[src/rtl/axis_tu_pkg.sv]
// Shared types, LFSR tap table and pattern stepping for the AXI-stream test unit.
package axis_tu_pkg;

   typedef enum logic {
      TU_INCR = 1'b0,
      TU_PRBS = 1'b1
   } tu_mode_e;

   typedef enum logic [1:0] {
      GEN_IDLE = 2'd0,
      GEN_SEND = 2'd1,
      GEN_GAP  = 2'd2,
      GEN_DONE = 2'd3
   } gen_state_e;

   localparam int CNT_W = 16;
   localparam logic [CNT_W-1:0] CNT_MAX = '1;

   // Mask selecting the low w bits of a 32-bit word.
   function automatic logic [31:0] width_mask(int w);
      return (w >= 32) ? 32'hFFFF_FFFF : ((32'd1 << w) - 32'd1);
   endfunction

   // Maximal-length Fibonacci feedback taps, bit i set = stage i+1 tapped.
   function automatic logic [31:0] lfsr_taps(int w);
      case (w)
         2:       return 32'h0000_0003;
         3:       return 32'h0000_0006;
         4:       return 32'h0000_000C;
         5:       return 32'h0000_0014;
         6:       return 32'h0000_0030;
         7:       return 32'h0000_0060;
         8:       return 32'h0000_00B8;
         9:       return 32'h0000_0110;
         10:      return 32'h0000_0240;
         11:      return 32'h0000_0500;
         12:      return 32'h0000_0829;
         13:      return 32'h0000_100D;
         14:      return 32'h0000_2015;
         15:      return 32'h0000_6000;
         16:      return 32'h0000_D008;
         17:      return 32'h0001_2000;
         18:      return 32'h0002_0400;
         19:      return 32'h0004_0023;
         20:      return 32'h0009_0000;
         21:      return 32'h0014_0000;
         22:      return 32'h0030_0000;
         23:      return 32'h0042_0000;
         24:      return 32'h00E1_0000;
         25:      return 32'h0120_0000;
         26:      return 32'h0200_0023;
         27:      return 32'h0400_0013;
         28:      return 32'h0900_0000;
         29:      return 32'h1400_0000;
         30:      return 32'h2000_0029;
         31:      return 32'h4800_0000;
         32:      return 32'h8020_0003;
         default: return 32'h0000_0000;
      endcase
   endfunction

   // Value the pattern register holds after reset.
   function automatic logic [31:0] seed_pattern(tu_mode_e mode, int w);
      return (mode == TU_PRBS) ? width_mask(w) : 32'd0;
   endfunction

   // One step of the pattern sequence for a w-bit register.
   function automatic logic [31:0] next_pattern(tu_mode_e mode, logic [31:0] value, int w);
      logic fb;
      if (mode == TU_INCR) begin
         return (value + 32'd1) & width_mask(w);
      end
      fb = ^(value & lfsr_taps(w));
      return ((value << 1) | {31'd0, fb}) & width_mask(w);
   endfunction

endpackage

[src/rtl/axis_tu_pattern.sv]
// Pattern register: seeded on reset, steps once per advance strobe.
module axis_tu_pattern
   import axis_tu_pkg::*;
#(
   parameter int DSIZE = 8,
   parameter int MODE  = 0
) (
   input  logic             clock,
   input  logic             rst_n,
   input  logic             advance,
   output logic [DSIZE-1:0] value
);

   localparam tu_mode_e         PMODE = (MODE == 1) ? TU_PRBS : TU_INCR;
   localparam logic [DSIZE-1:0] SEED  = DSIZE'(seed_pattern(PMODE, DSIZE));

   // Hold the current pattern word; step it only on an accepted beat.
   always_ff @(posedge clock or negedge rst_n) begin
      if (!rst_n) begin
         value <= SEED;
      end else if (advance) begin
         value <= DSIZE'(next_pattern(PMODE, 32'(value), DSIZE));
      end
   end

endmodule

[config.mk]
export PLATFORM = sky130hd
export DESIGN_NAME = axis_tu_pattern
export DESIGN_NICKNAME = d
export VERILOG_FILES = /design/src/rtl/axis_tu_pkg.sv /design/src/rtl/axis_tu_pattern.sv
export SDC_FILE = /design/constraint.sdc
export NUM_CORES = 1
export LEC_CHECK = 0
export ABC_AREA = 1
export BUFFER_PORTS_ARGS = -buffer_cell sky130_fd_sc_hd__buf_4
export CAP_MARGIN = 20
export CORE_AREA = 2 2 39 41
export CTS_BUF_LIST = sky130_fd_sc_hd__clkbuf_8
export DETAILED_ROUTE_END_ITERATION = 10
export DIE_AREA = 0 0 41 43
export REMOVE_ABC_BUFFERS = 1
export SYNTH_ARGS = -nofsm -noshare
export SYNTH_HDL_FRONTEND = slang
export SYNTH_SLANG_ARGS = --single-unit
[constraint.sdc]
create_clock -name clock -period 1.3 [get_ports clock]
set_clock_uncertainty 0.2 [all_clocks]
set_input_delay 0.26 -clock clock [delete_from_list [all_inputs] [get_ports clock]]
set_output_delay 0.26 -clock clock [all_outputs]
set_load 0.03 [all_outputs]
==> key figures, run 1 <==
Run status
  – Outcome: finished with violations
  – Failing checks: setup timing

Power and ir drop
  – Total power: 1.63 mW
  – Cell leakage power: ~0.30 nW
  – PwrDens: between 2000 and 3000 nW/µm²
  – Max rail drop VDD: 1.10 mV

Floorplan
  – Core area: 1380 µm²
  – Site Rows: 14
  – # IOs: 11
  – Die width: 41 µm
  – Die area: 1760 µm²
  – Die H: roughly 43 µm
  – Initial Util: 27.1%

Global route
  – Largest net degree at the start of global routing: 9
  – Initial antenna violation count: 0
  – GRT Resource Usage Total: 11.2%
  – First-pass GRT wire length: 1190 µm
  – GRT overflow: 0
  – Vias in the first global route: 276

Detailed routing
  – Final ANT Viol Nets: 0
  – 1st-iter DRT viols: 4
  – DR DRC count: 0
  – Via density: approximately 4.4
  – DR pass1 iterations: 2
  – WL final: between 700 and 800 µm
  – Via count: 322
  – WL per Instance: 9.95 µm

Logic synthesis
  – Synth warnings: 0
  – Seq cells post-synth: 8
  – Cells after Synth: 40
  – Adder-cell share of the synthesized area: under 10%
  – XOR/XNOR Fraction of Synth Area: 9.33%
  – Largest family of logic cells by synthesized area: simple AND/OR/NAND/NOR gates
  – Sequential fraction of the synthesis area: ~53%
  – Mapped cell area: 375 µm²
  – Synth Area in Simple Gates: between 20% and 30%
  – Mux cell area share after synthesis: 3.00%
  – Synth Area in Compound Gates: 0%
  – Avg Inst Size Synth: 9.38 µm²
  – Synth unique cells: 12

Layout
  – Max reg flops: 8
  – Biggest register: value
  – Nets: 64
  – Most frequent cells in the layout: 15 x nand2_1, 8 x buf_4, 7 x dfrtp_1
  – Area growth syn-to-layout: 62.3%
  – Non-Filler Instances: 74
  – Biggest registers after layout: value x8
  – Layout cells sized above 1: roughly two fifths
  – # diodes: 0
  – Commonest non-fill, non-tap cell in the layout: nand2_1

Clock network
  – Clock root buffer: clkbuf_8
  – Clock slew at reported path FFs: 0.04 ns
  – Sink Count: 8
  – Clock buffer count from CTS: 3
  – CTS tree: built
  – Worst-Skew Late Latency: 0.23 ns
  – CTS H-tree depth: 1
  – Maximum clock path buffer count: 2

Place
  – DPL Wire Length: roughly 500 µm
  – Number of buffers added on ports: 10
  – Cell total after placement: 67
  – Routability cong.: 0.625

STA
  – Final setup violation count: 1
  – Slew of the pin with the lowest slew margin: about 0.17 ns
  – WHS: between 0.06 and 0.07 ns
  – Min setup slack post-route: -0.0406 ns
  – Normalized max-slew margin: between 80% and 90%
  – Fmax: 746 MHz
  – RSZ-0062 raised after global routing: true
  – Slew Limit Fails: 0
  – Minimum clock period: ~1.3 ns
  – Final Cycle Share: 103%
  – Hold Fails Final Rpt: 0

Run
  – Max Cap Violations: 0

Critical path
  – Setup CP Type: register to output pin
  – Most common cell on crit path: buf_6
  – Startpoint Class: register
  – CP cell instances: buf_6 -> buf_6
  – Critical path required time: about 0.84 ns
  – Slowest CP cell: dfrtp_1
  – WP data arrival: slightly below 0.9 ns
  – CP max FO: 3
  – Slowest Stage Delay on Critical Path: between 0.3 and 0.4 ns
  – Worst reg-to-reg path cell count: 3
  – CP Capture Type: output pin

Min path
  – HP Class: input pin to register
  – Hold Crit Depth: 2
routing by layer:
| layer | vias to the layer above | global-route usage, % | routed length, µm |
|---|---|---|---|
| met2 | 12 | 13.8 | 335 |
| met1 | 146 | 13.1 | 308 |
| li1 | 159 | - | - |
| met3 | 5 | 6.28 | 66 |
| met5 | - | 0 | 0 |
| met4 | 0 | 10.0 | 24 |
cells in the mapped netlist (all sizes together):
cell type	instances	share of area, %
dfrtp	8	53
xnor2	1	2.3
xor2	3	7.0
inv	4	4.0
nor2	3	5.7
mux2	1	3.0
nand3	1	1.3
nand2	16	16
nand3b	2	4.0
ha	1	3.3
worst paths after layout:
check,to,slack (ns),startpoint
max,value[0],-0.04,value[0]
min,value[0],0.06,advance
max reg2reg,value[1],0.02,value[0]
min reg2reg,value[6],0.32,value[6]
max in group asynchronous,value[1],0.57,rst_n
min in group asynchronous,value[1],0.19,rst_n
timing repair:
action / CTS / global route
pin swaps: 0 / 2
resized for setup: 5 / 8
buffers inserted: 2 / 1
hold buffers: 1 / 0
gates cloned: 0 / 0
hold endpoints to repair: 8 / 0
setup endpoints to repair: 2 / 8
final cells by class:
cell class / instances / area, µm²
fillers: 136 / 774
flip-flops and latches: 8 / 201
multi-input cells: 28 / 194
repair buffers: 15 / 138
clock buffers: 3 / 41.3
well taps: 16 / 20.0
inverters: 4 / 15.0
through the flow:
step | setup slack (ns) | area [µm²] | TNS [ns] | utilization [%]
6_report | -0.0406 | 609 | -0.0406 | 44.0
4_1_cts | -0.0224 | 572 | -0.0333 | 41.3
3_5_place_dp | 0.0613 | 478 | 0 | 34.5
5_1_grt | -0.0769 | 609 | -0.134 | 44.0
2_1_floorplan | -0.105 | 375 | -0.284 | -
3_3_place_gp | 0.0779 | 478 | 0 | 34.5
cells by family after synthesis:
kind of cell	count (synthesis)
xor gates and xnor gates	4
DFF	8
adders and majority gates	1
buffers and inverters	4
muxes	1
and+or+nand+nor	22
power by group:
| group | switching [mW] | total, mW | internal, mW | leakage, nW |
|---|---|---|---|---|
| Combinational | 0.436 | 0.854 | 0.419 | 0.189 |
| Clock | 0.0947 | 0.295 | 0.200 | 0.0216 |
| Sequential | 0.118 | 0.477 | 0.359 | 0.0938 |
worst max-delay path: cells and delay by family (launching register included):
family | cells | cell delay, ns
buf+inv | 2 | 0.26
flops | 1 | 0.39
No activity file was read; power rests on OpenSTA's default activity.
==> run 2, diff against run 1 <==
- SKIP_LAST_GASP: not set -> 1
==> key figures, run 2 (synthesis gave the netlist of run 1 again) <==
Run status
  – Outcome: finished with violations
  – Failing checks: setup timing

Critical path
  – Worst r2r src: value[0]
  – Startpoint Class: register
  – Worst setup endpoint: value[0]
  – CP Capture Type: output pin
  – Critical path required time: 0.84 ns
  – Critical Path Stages: 2
  – Slowest CP cell: dfrtp_1
  – CP max FO: 3
  – CP cell instances: buf_6 -> buf_6
  – Worst path buffer plus inverter count: 2
  – RR Endpoint: value[1]
  – Largest delay contributor family on the critical path: flip-flops
  – Setup CP Type: register to output pin
  – WP data arrival: 0.87 ns
  – Crit path launch: value[0]
  – Slowest Stage Delay on Critical Path: 0.39 ns
  – R2r setup slk: -0.03 ns
  – Worst reg-to-reg path cell count: 3
  – Most common cell on crit path: buf_6

Place
  – Placed Instance Area: 478 µm²
  – DPL Wire Length: ~500 µm
  – Routability cong.: about 0.62
  – Number of buffers added on ports: 10

Clock network
  – Clock slew at reported path FFs: 0.04 ns
  – Worst-Skew Late Latency: 0.22 ns
  – CTS H-tree depth: 1
  – CTS tree: built
  – Clock root buffer: clkbuf_8
  – Maximum clock path buffer count: 2
  – Sink Count: 8
  – Clock buffer count from CTS: 3

Floorplan
  – Die H: 43 µm
  – Site Rows: 14
  – Die area: 1760 µm²
  – Core area: 1380 µm²
  – Die width: 41 µm
  – Initial Util: 27.1%
  – # IOs: 11

STA
  – Slew Limit Fails: 0
  – Hold Fails Final Rpt: 0
  – Post-route setup TNS: -0.0514 ns
  – RSZ-0062 raised after global routing: true
  – Final setup violation count: 2
  – WHS: 0.0606 ns
  – Minimum clock period: 1.33 ns
  – Slew of the pin with the lowest slew margin: 0.167 ns
  – Normalized max-slew margin: 88.9%
  – Fmax: 754 MHz
  – Final Cycle Share: 102%
  – Min setup slack post-route: -0.0260 ns

Layout
  – Most frequent cells in the layout: 15 x nand2_1, 9 x buf_4, 7 x dfrtp_1
  – Max reg flops: 8
  – Cell area after layout: between 600 and 700 µm²
  – Commonest non-fill, non-tap cell in the layout: nand2_1
  – Layout cells sized above 1: between 30 and 40%
  – Nets: 64
  – Biggest registers after layout: value x8
  – Area growth syn-to-layout: 60.0%
  – # diodes: 0
  – Biggest register: value

Detailed routing
  – DR DRC count: 0
  – Via density: 4.38
  – DR pass1 iterations: 3
  – WL per Instance: 9.73 µm
  – Final ANT Viol Nets: 0
  – 1st-iter DRT viols: 4
  – WL final: 720 µm
  – Via count: between 300 and 400

Power and ir drop
  – Cell leakage power: slightly above 0.3 nW
  – PwrDens: 2680 nW/µm²
  – Total power: 1.61 mW
  – Max rail drop VDD: 1.10 mV

Global route
  – Initial antenna violation count: 0
  – First-pass GRT wire length: 1170 µm
  – Largest net degree at the start of global routing: 9
  – Vias in the first global route: 270
  – GRT overflow: 0
  – GRT Resource Usage Total: 11.0%

Min path
  – Hold Crit Depth: 2
  – HP Class: input pin to register

Run
  – Max Cap Violations: 0
[run 2: timing repair]
item	CTS	global route
setup buffers	2	1
hold buffers	1	0
endpoints found under the hold margin	8	0
endpoints found under the setup margin	2	8
gates resized for setup	3	8
pin swaps	0	1
[run 2: cell type report]
type | count | area [µm²]
multi-input combinational | 28 | 189
inverter | 4 | 15.0
clock buffer | 3 | 41.3
sequential | 8 | 201
fill | 140 | 783
timing repair buffer | 15 | 134
tap | 16 | 20.0
[run 2: routing by layer]
metal | GRT usage [%] | part of all wire [%] | wire [µm]
met5 | 0 | 0 | 0
met2 | 13.8 | 46 | 331
met3 | 6.28 | 9.3 | 67
met1 | 12.5 | 41 | 297
met4 | 10.0 | 3.3 | 24
[run 2: worst min-delay path by stage]
stage,from,to
2_1_floorplan,rst_n,value[0]
3_3_place_gp,rst_n,value[6]
3_5_place_dp,rst_n,value[4]
4_1_cts,advance,value[0]
5_1_grt,advance,value[0]
6_report,advance,value[0]
[run 2: metrics by stage]
step | utilization, % | std cells | worst slack [ns]
6_report | 43.4 | 74 | -0.0260
5_1_grt | 43.4 | 74 | -0.0647
4_1_cts | 40.8 | 73 | -0.0352
3_3_place_gp | 34.5 | 67 | 0.0779
3_5_place_dp | 34.5 | 67 | 0.0613
2_1_floorplan | - | 40 | -0.105
[run 2: worst register-to-register path: cells and delay by family (launching register included)]
family	cells	cell delay (ns)
DFF	1	0.39
buffers and inverters	1	0.15
adders and majority gates	1	0.22
muxes	1	0.25
[run 2: report_power, final]
group          total [mW]  switching (mW)  internal (mW)
clock               0.292          0.0917          0.200
combinational       0.846           0.435          0.410
sequential          0.474           0.115          0.359
total                1.61           0.642          0.969
